File: src/rtl/params_pkg.sv
// Shared core parameters and the write-back buffer entry type.
//   REGISTER_WIDTH : register index width
//   DATA_WIDTH     : result width
//   MUL_FIFO_DEPTH : multiplier result buffer entries (>= 1)
//   wb_entry_t     : {valid, wr_reg, data}; valid is cleared when an entry is squashed
package params_pkg;

  localparam int REGISTER_WIDTH = 5;
  localparam int DATA_WIDTH     = 32;
  localparam int MUL_FIFO_DEPTH = 4;

  typedef struct packed {
    logic                      valid;
    logic [REGISTER_WIDTH-1:0] wr_reg;
    logic [DATA_WIDTH-1:0]     data;
  } wb_entry_t;

endpackage

File: src/rtl/wb_fifo.sv
// Circular buffer of multiplier write-back entries with parallel squash.
//   clk_i, rst_i   : clock, asynchronous active-high reset
//   push_i         : write push_entry_i at the tail
//   pop_i          : drop the head entry (caller guarantees non-empty)
//   squash_i       : clear valid on every entry whose wr_reg equals squash_reg_i
//   head_o         : current head entry (meaningful only when !empty_o)
//   full_o/empty_o : occupancy flags
module wb_fifo
  import params_pkg::*;
#(
  parameter int DEPTH = MUL_FIFO_DEPTH
) (
  input  logic                      clk_i,
  input  logic                      rst_i,
  input  logic                      push_i,
  input  wb_entry_t                 push_entry_i,
  input  logic                      pop_i,
  input  logic                      squash_i,
  input  logic [REGISTER_WIDTH-1:0] squash_reg_i,
  output wb_entry_t                 head_o,
  output logic                      full_o,
  output logic                      empty_o
);

  localparam int PTR_W = (DEPTH > 1) ? $clog2(DEPTH) : 1;
  localparam int CNT_W = $clog2(DEPTH + 1);

  wb_entry_t        mem [DEPTH];
  logic [PTR_W-1:0] rd_ptr;
  logic [PTR_W-1:0] wr_ptr;
  logic [CNT_W-1:0] count;

  // Pointers wrap at DEPTH, which need not be a power of two.
  function automatic logic [PTR_W-1:0] ptr_inc(input logic [PTR_W-1:0] p);
    return (p == PTR_W'(DEPTH - 1)) ? '0 : p + 1'b1;
  endfunction

  always_ff @(posedge clk_i or posedge rst_i) begin
    if (rst_i) begin
      rd_ptr <= '0;
      wr_ptr <= '0;
      count  <= '0;
      for (int i = 0; i < DEPTH; i++) mem[i] <= '0;
    end else begin
      if (squash_i) begin
        for (int i = 0; i < DEPTH; i++)
          if (mem[i].wr_reg == squash_reg_i) mem[i].valid <= 1'b0;
      end
      // A push into a full FIFO with a simultaneous pop reuses the head slot;
      // the push assignment comes last so it wins over any squash of that slot.
      if (push_i) begin
        mem[wr_ptr] <= push_entry_i;
        wr_ptr      <= ptr_inc(wr_ptr);
      end
      if (pop_i) rd_ptr <= ptr_inc(rd_ptr);
      case ({push_i, pop_i})
        2'b10:   count <= count + 1'b1;
        2'b01:   count <= count - 1'b1;
        default: count <= count;
      endcase
    end
  end

  assign head_o  = mem[rd_ptr];
  assign full_o  = (count == CNT_W'(DEPTH));
  assign empty_o = (count == '0);

  a_no_overflow: assert property (@(posedge clk_i) disable iff (rst_i)
    (push_i && full_o) |-> pop_i)
    else $error("wb_fifo: push into full FIFO");

endmodule

File: src/rtl/wb_arbiter.sv
// Write-back arbiter for the single register-file write port.
// ALU results have fixed top priority; multiplier results (unstallable 5-stage
// pipeline) are bypassed when possible, otherwise buffered in wb_fifo. A credit
// counter bounds in-flight multiplies to the buffer depth.
//   clk_i, rst_i          : clock, asynchronous active-high reset
//   mul_issue_i           : a multiply enters the pipeline this cycle
//   mul_issue_ok_o        : a credit is available
//   mul_valid_i/_wr_reg_i/_result_i : multiplier result
//   alu_valid_i/_wr_reg_i/_result_i : ALU/memory result
//   rf_we_o/rf_wr_reg_o/rf_wr_data_o : registered register-file write
//   mul_pending_o         : buffered results or outstanding multiplies exist
module wb_arbiter #(
  parameter int REGISTER_WIDTH = params_pkg::REGISTER_WIDTH,
  parameter int DATA_WIDTH     = params_pkg::DATA_WIDTH,
  parameter int MUL_FIFO_DEPTH = params_pkg::MUL_FIFO_DEPTH
) (
  input  logic                      clk_i,
  input  logic                      rst_i,
  input  logic                      mul_issue_i,
  output logic                      mul_issue_ok_o,
  input  logic                      mul_valid_i,
  input  logic [REGISTER_WIDTH-1:0] mul_wr_reg_i,
  input  logic [DATA_WIDTH-1:0]     mul_result_i,
  input  logic                      alu_valid_i,
  input  logic [REGISTER_WIDTH-1:0] alu_wr_reg_i,
  input  logic [DATA_WIDTH-1:0]     alu_result_i,
  output logic                      rf_we_o,
  output logic [REGISTER_WIDTH-1:0] rf_wr_reg_o,
  output logic [DATA_WIDTH-1:0]     rf_wr_data_o,
  output logic                      mul_pending_o
);

  import params_pkg::*;

  localparam int CRED_W = $clog2(MUL_FIFO_DEPTH + 1);

  wb_entry_t                 head;
  wb_entry_t                 push_entry;
  logic                      fifo_full;
  logic                      fifo_empty;
  logic                      head_live;
  logic                      head_dead;
  logic                      fifo_pop;
  logic                      fifo_push;
  logic                      mul_drop;
  logic                      mul_bypass;
  logic [CRED_W-1:0]         credits;

  logic                      wb_vld_p1;
  logic [REGISTER_WIDTH-1:0] wb_reg_p1;
  logic [DATA_WIDTH-1:0]     wb_data_p1;

  assign head_live = !fifo_empty &&  head.valid;
  assign head_dead = !fifo_empty && !head.valid;

  // A squashed head needs no write port, so it drains even under ALU traffic.
  assign fifo_pop = head_dead || (head_live && !alu_valid_i);

  // The ALU instruction is younger, so a same-register multiply result is stale.
  assign mul_drop   = mul_valid_i && alu_valid_i && (mul_wr_reg_i == alu_wr_reg_i);
  assign mul_bypass = mul_valid_i && !alu_valid_i && fifo_empty;
  assign fifo_push  = mul_valid_i && !mul_drop && !mul_bypass;

  assign push_entry = '{valid: 1'b1, wr_reg: mul_wr_reg_i, data: mul_result_i};

  wb_fifo #(.DEPTH(MUL_FIFO_DEPTH)) u_fifo (
    .clk_i        (clk_i),
    .rst_i        (rst_i),
    .push_i       (fifo_push),
    .push_entry_i (push_entry),
    .pop_i        (fifo_pop),
    .squash_i     (alu_valid_i),
    .squash_reg_i (alu_wr_reg_i),
    .head_o       (head),
    .full_o       (fifo_full),
    .empty_o      (fifo_empty)
  );

  // Up to two retirements per cycle: a squashed-head pop plus a dropped result.
  always_ff @(posedge clk_i or posedge rst_i) begin
    if (rst_i) begin
      credits <= CRED_W'(MUL_FIFO_DEPTH);
    end else begin
      credits <= credits + CRED_W'(fifo_pop) + CRED_W'(mul_drop || mul_bypass)
                 - CRED_W'(mul_issue_i);
    end
  end

  // ---- stage p1: registered register-file write ----
  always_ff @(posedge clk_i or posedge rst_i) begin
    if (rst_i) begin
      wb_vld_p1  <= 1'b0;
      wb_reg_p1  <= '0;
      wb_data_p1 <= '0;
    end else begin
      wb_vld_p1 <= alu_valid_i || head_live || mul_bypass;
      if (alu_valid_i) begin
        wb_reg_p1  <= alu_wr_reg_i;
        wb_data_p1 <= alu_result_i;
      end else if (head_live) begin
        wb_reg_p1  <= head.wr_reg;
        wb_data_p1 <= head.data;
      end else if (mul_bypass) begin
        wb_reg_p1  <= mul_wr_reg_i;
        wb_data_p1 <= mul_result_i;
      end
    end
  end

  assign rf_we_o        = wb_vld_p1;
  assign rf_wr_reg_o    = wb_reg_p1;
  assign rf_wr_data_o   = wb_data_p1;
  assign mul_issue_ok_o = (credits != '0);
  assign mul_pending_o  = !fifo_empty || (credits != CRED_W'(MUL_FIFO_DEPTH));

  a_credit_protocol: assert property (@(posedge clk_i) disable iff (rst_i)
    mul_issue_i |-> (credits != '0))
    else $error("wb_arbiter: multiply issued without a credit");

endmodule

File: config.mk
export PLATFORM = sky130hd
export DESIGN_NAME = wb_arbiter
export DESIGN_NICKNAME = d
export VERILOG_FILES = /design/src/rtl/params_pkg.sv /design/src/rtl/wb_fifo.sv /design/src/rtl/wb_arbiter.sv
export SDC_FILE = /design/constraint.sdc
export NUM_CORES = 1
export LEC_CHECK = 0
export CAP_MARGIN = 40
export CORE_MARGIN = 4
export CORE_UTILIZATION = 60
export CTS_CLUSTER_DIAMETER = 200
export CTS_CLUSTER_SIZE = 40
export DETAILED_ROUTE_END_ITERATION = 6
export PLACE_DENSITY = 0.84
export SETUP_SLACK_MARGIN = 0.3
export SLEW_MARGIN = 0
export SYNTH_ARGS = -nofsm -noshare
export SYNTH_HDL_FRONTEND = slang
export SYNTH_SLANG_ARGS = --single-unit
File: constraint.sdc
create_clock -name clk_i -period 16.41 [get_ports clk_i]
set_input_delay 2.4615 -clock clk_i [delete_from_list [all_inputs] [get_ports clk_i]]
set_output_delay 2.4615 -clock clk_i [all_outputs]
set_load 0.05 [all_outputs]
Word-level counts from Yosys, hierarchy flattened
Cells that the tools add are included.

storage, ports and cells
  bits of input ports = 79
  word-level logic and storage cells = 89
  memories kept = 0
  bits in writable memories = 0
  output and inout port bits = 40
  register bits = 200
  latch bits = 0
  ROM bits = 0

operators by class
  bitwise logic cells = 2
  add/subtract/negate cells = 7
  eq/ne operators = 10
  reductions and logical operators = 24
  div/mod/pow operators = 0
  $lt $le $gt $ge = 3
  mux-type cells = 24
  multipliers = 0
  shift-type cells = 0

operators with widths
  cell                                                                           number
  152-bit bitwise mux                                                            1
  152-bit 2-to-1 mux                                                             1
  38-bit 2-to-1 mux                                                              3
  32-bit 2-to-1 mux                                                              3
  38-bit binary-select mux with 2-bit select                                     1
  38-bit demux with 2-bit select                                                 1
  5-bit == test                                                                  5
  5-bit 2-to-1 mux                                                               3
  1-bit logical AND                                                              10
  1-bit 2-to-1 mux                                                               8
  3-bit by 1-bit adder with 3-bit output                                         2
  2-bit == test (second input constant)                                          3
  3-bit >= comparator (second input constant)                                    2
  2-bit NOT with 3-bit output                                                    2
  3-bit case mux with 2 select lines                                             1
  3-bit nonzero test                                                             2
  1-bit logical NOT                                                              5
  1-bit logical OR                                                               5
  2-bit by 1-bit adder with 2-bit output (second input constant)                 2
  2-bit 2-to-1 mux                                                               2
  3-bit by 1-bit adder with 3-bit output (second input constant)                 1
  3-bit logical NOT                                                              1
  3-bit by 1-bit less-than comparator with 1-bit output (second input constant)  1
  3-bit != test (second input constant)                                          1
  4 further kinds                                                                4

Logic depth before layout (Yosys ltp)
Gate-level depths: netlist of the first run.

  word-level depth = 10
  gate-level depth with buffers = 10
  depth with buffers taken out = 9

Modules after synthesis
Synthesis of the first run repeated with hierarchy kept, for this count alone.

second synthesis, totals
  cell total of the unflattened synthesis = 729
  area, all modules = 9977.1 µm²

by module, submodules not included
  module      instances  cells an instance  area an instance (µm²)
  wb_fifo     1          434                7339.5
  wb_arbiter  1          295                2637.5

Worst setup path before layout of the first run
OpenSTA, ideal clock, no wires.

  path type = input to register
  start = in alu_wr_reg_i[0]
  end = reg u_fifo.count[1]
  required time = 16.285 ns
  data arrival time = 4.294 ns
  cell stages on the path = 8
  path slack = 11.991 ns
  path buffers = 1
  cell sequence = buf_2 xor2_1 nor4_4 a21oi_1 inv_1 ha_1 fa_1 mux2_2

between the ends
  word-level cells in the longest chain between the ends = 7
  elaborated cells between the ends (all ways) = 9

RTL lines
  what                                                                              RTL line          source
  from (decl)                                                                       wb_arbiter.sv:25  input logic [REGISTER_WIDTH-1:0] alu_wr_reg_i,
  5-bit == test *                                                                   wb_arbiter.sv:60  assign mul_drop = mul_valid_i && alu_valid_i && (mul_wr_reg_i == alu_wr_reg_i);
  1-bit logical AND *                                                               wb_arbiter.sv:60
  1-bit logical NOT *                                                               wb_arbiter.sv:62  assign fifo_push = mul_valid_i && !mul_drop && !mul_bypass;
  1-bit logical AND * (2 in a row)                                                  wb_arbiter.sv:62
  2-bit by 1-bit == test with 1-bit output / 2-bit == test (equally long branches)  wb_fifo.sv:56     case ({push_i, pop_i})
  3-bit case mux with 2 select lines / 2-bit nonzero test (equally long branches)   n/a
  to (signal assigned)                                                              wb_fifo.sv:57     2'b10: count <= count + 1'b1;
  to (signal assigned)                                                              wb_fifo.sv:58     2'b01: count <= count - 1'b1;
  to (signal assigned)                                                              wb_fifo.sv:59     default: count <= count;
  to (decl)                                                                         wb_fifo.sv:31     logic [CNT_W-1:0] count;

Every way passes the cells marked *; elsewhere a longest branch is shown, timed or not.
A chain may end at the register's enable or synchronous reset.

Worst setup path after layout of the first run
  start = in alu_wr_reg_i[2]
  end = reg u_fifo.count[1]

Same word-level chain as after synthesis.

==> metrics.cfg, run 1 <==
[run_status]
run_status = complete, no violations

[cells_and_area]
area_delta_synth_final_pct = 18.3
design_area_sq_mm = 0.0124
diodes = 0
layout-drive-gt1-share_pct = 28.1
final_cells = 1124
final_common_cell = dfrtp_1
nNetsFinal = 980
mostFrequentLayoutCells = dfrtp_1 (197), mux2_2 (119), clkdlybuf4s50_1 (117)

[yosys]
yosys_warnings = 0
synth_edf_count = 0
synth_seq_cells = 200
syn_avg_cell_area_sq_um = 12.9
synth_xor_area_share_pct = 2.52
synth_ff_type = dfrtp_1
synth-simple-area-share_pct = 6.99
syn-cell-area_sq_mm = 0.0104
postSynth.asyncResetShare_pct = 100
muxShareOfSynthArea_pct = 27.2
ys_types = 35
synth-compound-area-share_pct = 9.41
syn_nets = 901
seq_area_frac_synth_pct = 47.9
syn_inst = 812
synth_top_family_by_area = multiplexers
yosys.area_share.adder_pct = 1.41

[grt]
grt_overflow_total = 0
grt_max_degree = 113
grt_use_total_pct = 27.4
grt_pass1_wl_microns = 43100
antenna_found_initial = 0
grt_pass1_vias = 7942

[setup_path]
cp_slowest_cell = nor4_4
critPathRequiredTime_ps = 16730
path_delay_family = buffers and inverters
crit_buf_inv = 2
crit_type = input port to register
slowest_delay_ps = 740
end_kind = register
rrSetupSlack_ps = 13170
worstSetupStartpointType = input port
crit_chain = clkdlybuf4s50_1 -> xor2_1 -> nor4_4 -> a21oi_1 -> inv_1 -> ha_1 -> fa_1 -> mux2_2
worstPathMaxFanout = 6
arrival_ps = 5370

[floorplan]
die_x_microns = 140
die-area_sq_mm = 0.0196
core_region_area_sq_mm = 0.0168
pin_count = 119
rows = 47
die_h_microns = 140
start_util_pct = 62.1

[detailed_routing]
via_count = 7296
drc_errors = 0
wirelength_microns = 26600
dr.pass1.iters = 5
antenna_left = 0
drtIter0Drc = 677
wire_per_inst_microns = 23.6
via_per_inst = 6.49

[clocking]
clock-sinks = 200
cts_setup_buffers = 0
clk_path_buf_depth = 2
cts_max_level = 4
cts_buffers = 17
cts_resized = 0
clkLatencyLatePin_ps = 440
cts.clk_slew.worst_paths_ps = 60
postCtsHoldBufs = 0
cts_root_buf = clkbuf_16
tritoncts = built

[timing]
fmax_ghz = 0.198
max_slew_margin_pct = 33.3
rsz0062_at_grt = no
final-hold-violation-count = 0
final_max_slew_viol_count = 0
finalSetupTns_ps = 0
clock_skew_ps = 8.31
tightestPinTransition_ps = 1000
fin_crit_sh_pct = 30.8
period_needed_ps = 5050
setup_viol = 0
hold-worst-slack_ps = 485

[pwr]
comb_power_share_pct = 50.2
peakVddDrop_uv = 111
p_leak_nw = 5.19
p_switching_mw = 1.06
p_clk_share_pct = 15.5
switching_share_pct = 39.1
power.internal_mw = 1.66
powerDensity_mw_per_mm2 = 221
power.share.sequential_pct = 34.2
p_total_mw = 2.73

[place]
place_area_sq_mm = 0.0118
io_buffer_count = 118
place_inst = 1092
place_congestion = 0.863
dp_hpwl_microns = 15900

[run]
maxCapViolCount = 0

[hold_path]
min_path_type = register to register

## cells by family after synthesis
logic type | Yosys count
buffers and inverters | 88
AOI/OAI and AO/OA | 123
xor gates and xnor gates | 30
and+or+nand+nor | 131
adders and majority gates | 10
DFF | 200
muxes | 230
## per-stage QoR
step	setup slack, ps	util, %
2_1_floorplan	8500	-
3_3_place_gp	10760	68.9
4_1_cts	11370	73.5
6_report	11360	73.5
3_5_place_dp	10940	69.9
5_1_grt	11220	73.5
## power groups by stage
| stage | logic [mW] | registers [mW] | clock network (mW) |
|---|---|---|---|
| after floorplan | 0.865 | 1.03 | 0 |
| after global placement | 1.25 | 0.917 | 0 |
| after detailed placement | 1.34 | 0.925 | 0 |
| after CTS | 1.37 | 0.926 | 0.428 |
| after global routing | 1.44 | 0.957 | 0.452 |
| final | 1.37 | 0.934 | 0.424 |
## layout make-up
type                            instances  area (sq um)
Clock buffer                           26           509
Clock inverter                          6          87.6
Fill cell                            1087          4460
Inverter                               13          56.3
Multi-Input combinational cell        524          5000
Sequential cell                       200          5010
Tap cell                              220           275
Timing Repair Buffer                  135          1420
## final timing paths
path,startpoint,endpoint,cells past startpoint
min reg2reg,u_fifo.count[2],u_fifo.count[2],1
max in group asynchronous,rst_i,rf_wr_data_o[21],4
min in group asynchronous,rst_i,rf_wr_data_o[13],2
max reg2reg,u_fifo.count[0],rf_wr_data_o[15],6
max,alu_wr_reg_i[2],u_fifo.count[1],8
min,u_fifo.count[2],u_fifo.count[2],1
## synth_stat cells, types with 13 or more instances
master	n	area share [%]
mux2_4	76	11
buf_2	20	0.96
buf_6	15	1.6
dfrtp_1	199	48
a221o_1	37	3.5
mux2i_1	34	3.3
clkbuf_1	32	1.1
a21oi_1	39	1.9
and2_1	34	2.0
mux2_2	119	13
inv_1	13	0.47
xor2_1	23	1.9
nor2_1	38	1.4
nand4_1	38	2.3
o311ai_0	34	2.9
## layer usage
| layer | routed length, microns | vias up | track usage (%) |
|---|---|---|---|
| li1 | - | 3167 | - |
| met4 | 568 | 0 | 9.64 |
| met3 | 1570 | 66 | 5.79 |
| met2 | 13200 | 322 | 44.6 |
| met1 | 11300 | 3741 | 36.7 |
| met5 | 0 | - | 0 |
## worst reg2reg max path, cell delays in order (launching register included)
cell and delay [ps]:
dfrtp_1 430, or3_2 170, buf_4 710, nand2_1 670
buf_16 360, o311ai_0 610, a221o_1 250
(Power assumes the default switching activity.)
==> run 2: changes to the inputs <==
CORE_UTILIZATION = 57   (was 60)
PLACE_DENSITY = 0.81   (was 0.84)
clock period = 5 ns   (was 16.41 ns; I/O delays follow)
==> metrics.cfg, run 2 (synthesized netlist as in run 1, its figures left out) <==
[grt]
grt_pass1_wl_microns = 40700  ; -5.7%
antenna_found_initial = 0  ; unchanged
grt_overflow_total = 0  ; unchanged
grt_use_total_pct = 24.9  ; -2.4 points
grt_pass1_vias = 7501  ; -5.6%
grt_max_degree = 137  ; +21%

[pwr]
peakVddDrop_uv = 481  ; +330%
powerDensity_mw_per_mm2 = 715  ; +220%
p_leak_nw = 5.19  ; about the same
p_total_mw = 8.87  ; +230%

[hold_path]
whs_endpoint = u_fifo.count[2]
hold_depth = 1  ; unchanged
min_path_type = register to register
holdCritStartpoint = u_fifo.count[2]

[floorplan]
die_x_microns = 143  ; +2.4%
rows = 49  ; +4.3%
pin_count = 119  ; unchanged
start_util_pct = 58.2  ; -4.0 points
core_region_area_sq_mm = 0.0180  ; +6.8%
die-area_sq_mm = 0.0206  ; +5.0%
die_h_microns = 143  ; +2.4%

[detailed_routing]
antenna_left = 0  ; unchanged
drtIter0Drc = 501  ; -26%
via_per_inst = 6.22  ; -4.1%
via_count = 7052  ; -3.3%
drc_errors = 0  ; unchanged
wire_per_inst_microns = 21.9  ; -7.5%
dr.pass1.iters = 5  ; unchanged
wirelength_microns = 24800  ; -6.8%

[cells_and_area]
fill_cells = 1257  ; +16%
finish.utilization_pct = 69.0  ; -4.5 points
multi_input_area_sq_mm = 0.00500  ; unchanged
nNetsFinal = 981  ; +0.10%
seq_area_sq_mm = 0.00501  ; unchanged
area_delta_synth_final_pct = 18.6
layout-drive-gt1-share_pct = 28.4  ; +0.33 points
final_common_cell = dfrtp_1
final_cells = 1133  ; +0.80%
design_area_sq_mm = 0.0124  ; +0.27%
diodes = 0  ; unchanged
mostFrequentLayoutCells = dfrtp_1 (197), mux2_2 (119), clkdlybuf4s50_1 (117)

[timing]
setup_ws_ps = 1510  ; -9850 ps
finalSetupTns_ps = 0  ; unchanged
rsz0062_at_grt = no
fin_crit_sh_pct = 69.8
final-hold-violation-count = 0  ; unchanged
setup_viol = 0  ; unchanged
tightestPinTransition_ps = 883  ; -118 ps
final_max_slew_viol_count = 0  ; unchanged
max_slew_margin_pct = 41.1  ; +7.9 points
clock_skew_ps = 14.2  ; +5.85 ps
hold-worst-slack_ps = 494  ; +9.31 ps
fmax_ghz = 0.286
period_needed_ps = 3490

[setup_path]
critPathLaunch = u_fifo.rd_ptr[1]
rrSetupSlack_ps = 1510  ; -11660 ps
path_delay_family = multiplexers
crit_type = register to register
arrival_ps = 3820  ; -1550 ps
worstSetupStartpointType = register
worstPathMaxFanout = 36  ; +30
crit_buf_inv = 1  ; -1
end_kind = register
critPathRequiredTime_ps = 5320  ; -11410 ps
reg2regPathDepth = 6  ; unchanged
r2r-end = u_fifo.count[1]
r2r-start = u_fifo.rd_ptr[1]
cp_slowest_cell = mux4_2
slowest_delay_ps = 840  ; +100 ps
crit_chain = mux4_2 -> buf_16 -> a21oi_1 -> ha_1 -> fa_1 -> mux2_2

[place]
dp_hpwl_microns = 15100  ; -5.3%
place_area_sq_mm = 0.0118  ; +0.11%
place_congestion = 0.835  ; -3.2%
io_buffer_count = 118  ; unchanged
dp_slack_ps = 1350  ; -9600 ps
place_inst = 1102  ; +0.92%

[clocking]
cts.clk_slew.worst_paths_ps = 70  ; about the same
clk_path_buf_depth = 2  ; unchanged
cts_buffers = 17  ; unchanged
clock-sinks = 200  ; unchanged
tritoncts = built
cts_setup_buffers = 0  ; unchanged
clkLatencyLatePin_ps = 440  ; about the same
cts_resized = 0  ; unchanged
postCtsHoldBufs = 0  ; unchanged
cts_max_level = 4  ; unchanged
cts_root_buf = clkbuf_16

[run]
maxCapViolCount = 0  ; unchanged

[run_status]
run_status = complete, no violations

run 2: cell types whose count changed in the layout (fill, tap and decap cells not counted), moves of 2 or more:
cell        previous run  this run
clkbuf_1               4         1
clkinvlp_4             0         4
clkbuf_8               5         1
buf_4                  9        11
buf_8                  2         0
bufinv_16              2         4
run 2: cell type report:
type | instances | area share [%]
Sequential cell | 200 | 40.4
Multi-Input combinational cell | 524 | 40.4
Clock buffer | 19 | 3.57
Clock inverter | 12 | 1.41
Timing Repair Buffer | 136 | 11.5
Inverter | 13 | 0.424
Tap cell | 229 | 2.31
run 2: worst max-delay path by stage:
stage / endpoint / depth (start not counted)
after floorplan: async pin / 1
after global placement: u_fifo.count[1] / 8
after detailed placement: u_fifo.count[1] / 8
after CTS: u_fifo.count[1] / 6
after global routing: u_fifo.count[1] / 6
final: u_fifo.count[1] / 6
run 2: metal layers:
metal	up-vias	wire length [microns]	track usage, %
li1	3164	-	-
met1	3628	11100	35.7
met2	234	11900	39.3
met3	26	1430	5.06
met4	0	314	6.59
met5	-	0	0
run 2: where the power goes:
group	internal, mW	switching [mW]	total (mW)
Combinational	2.16	2.20	4.36
Sequential	2.46	0.577	3.03
Clock	0.849	0.621	1.47
Total	5.47	3.40	8.87
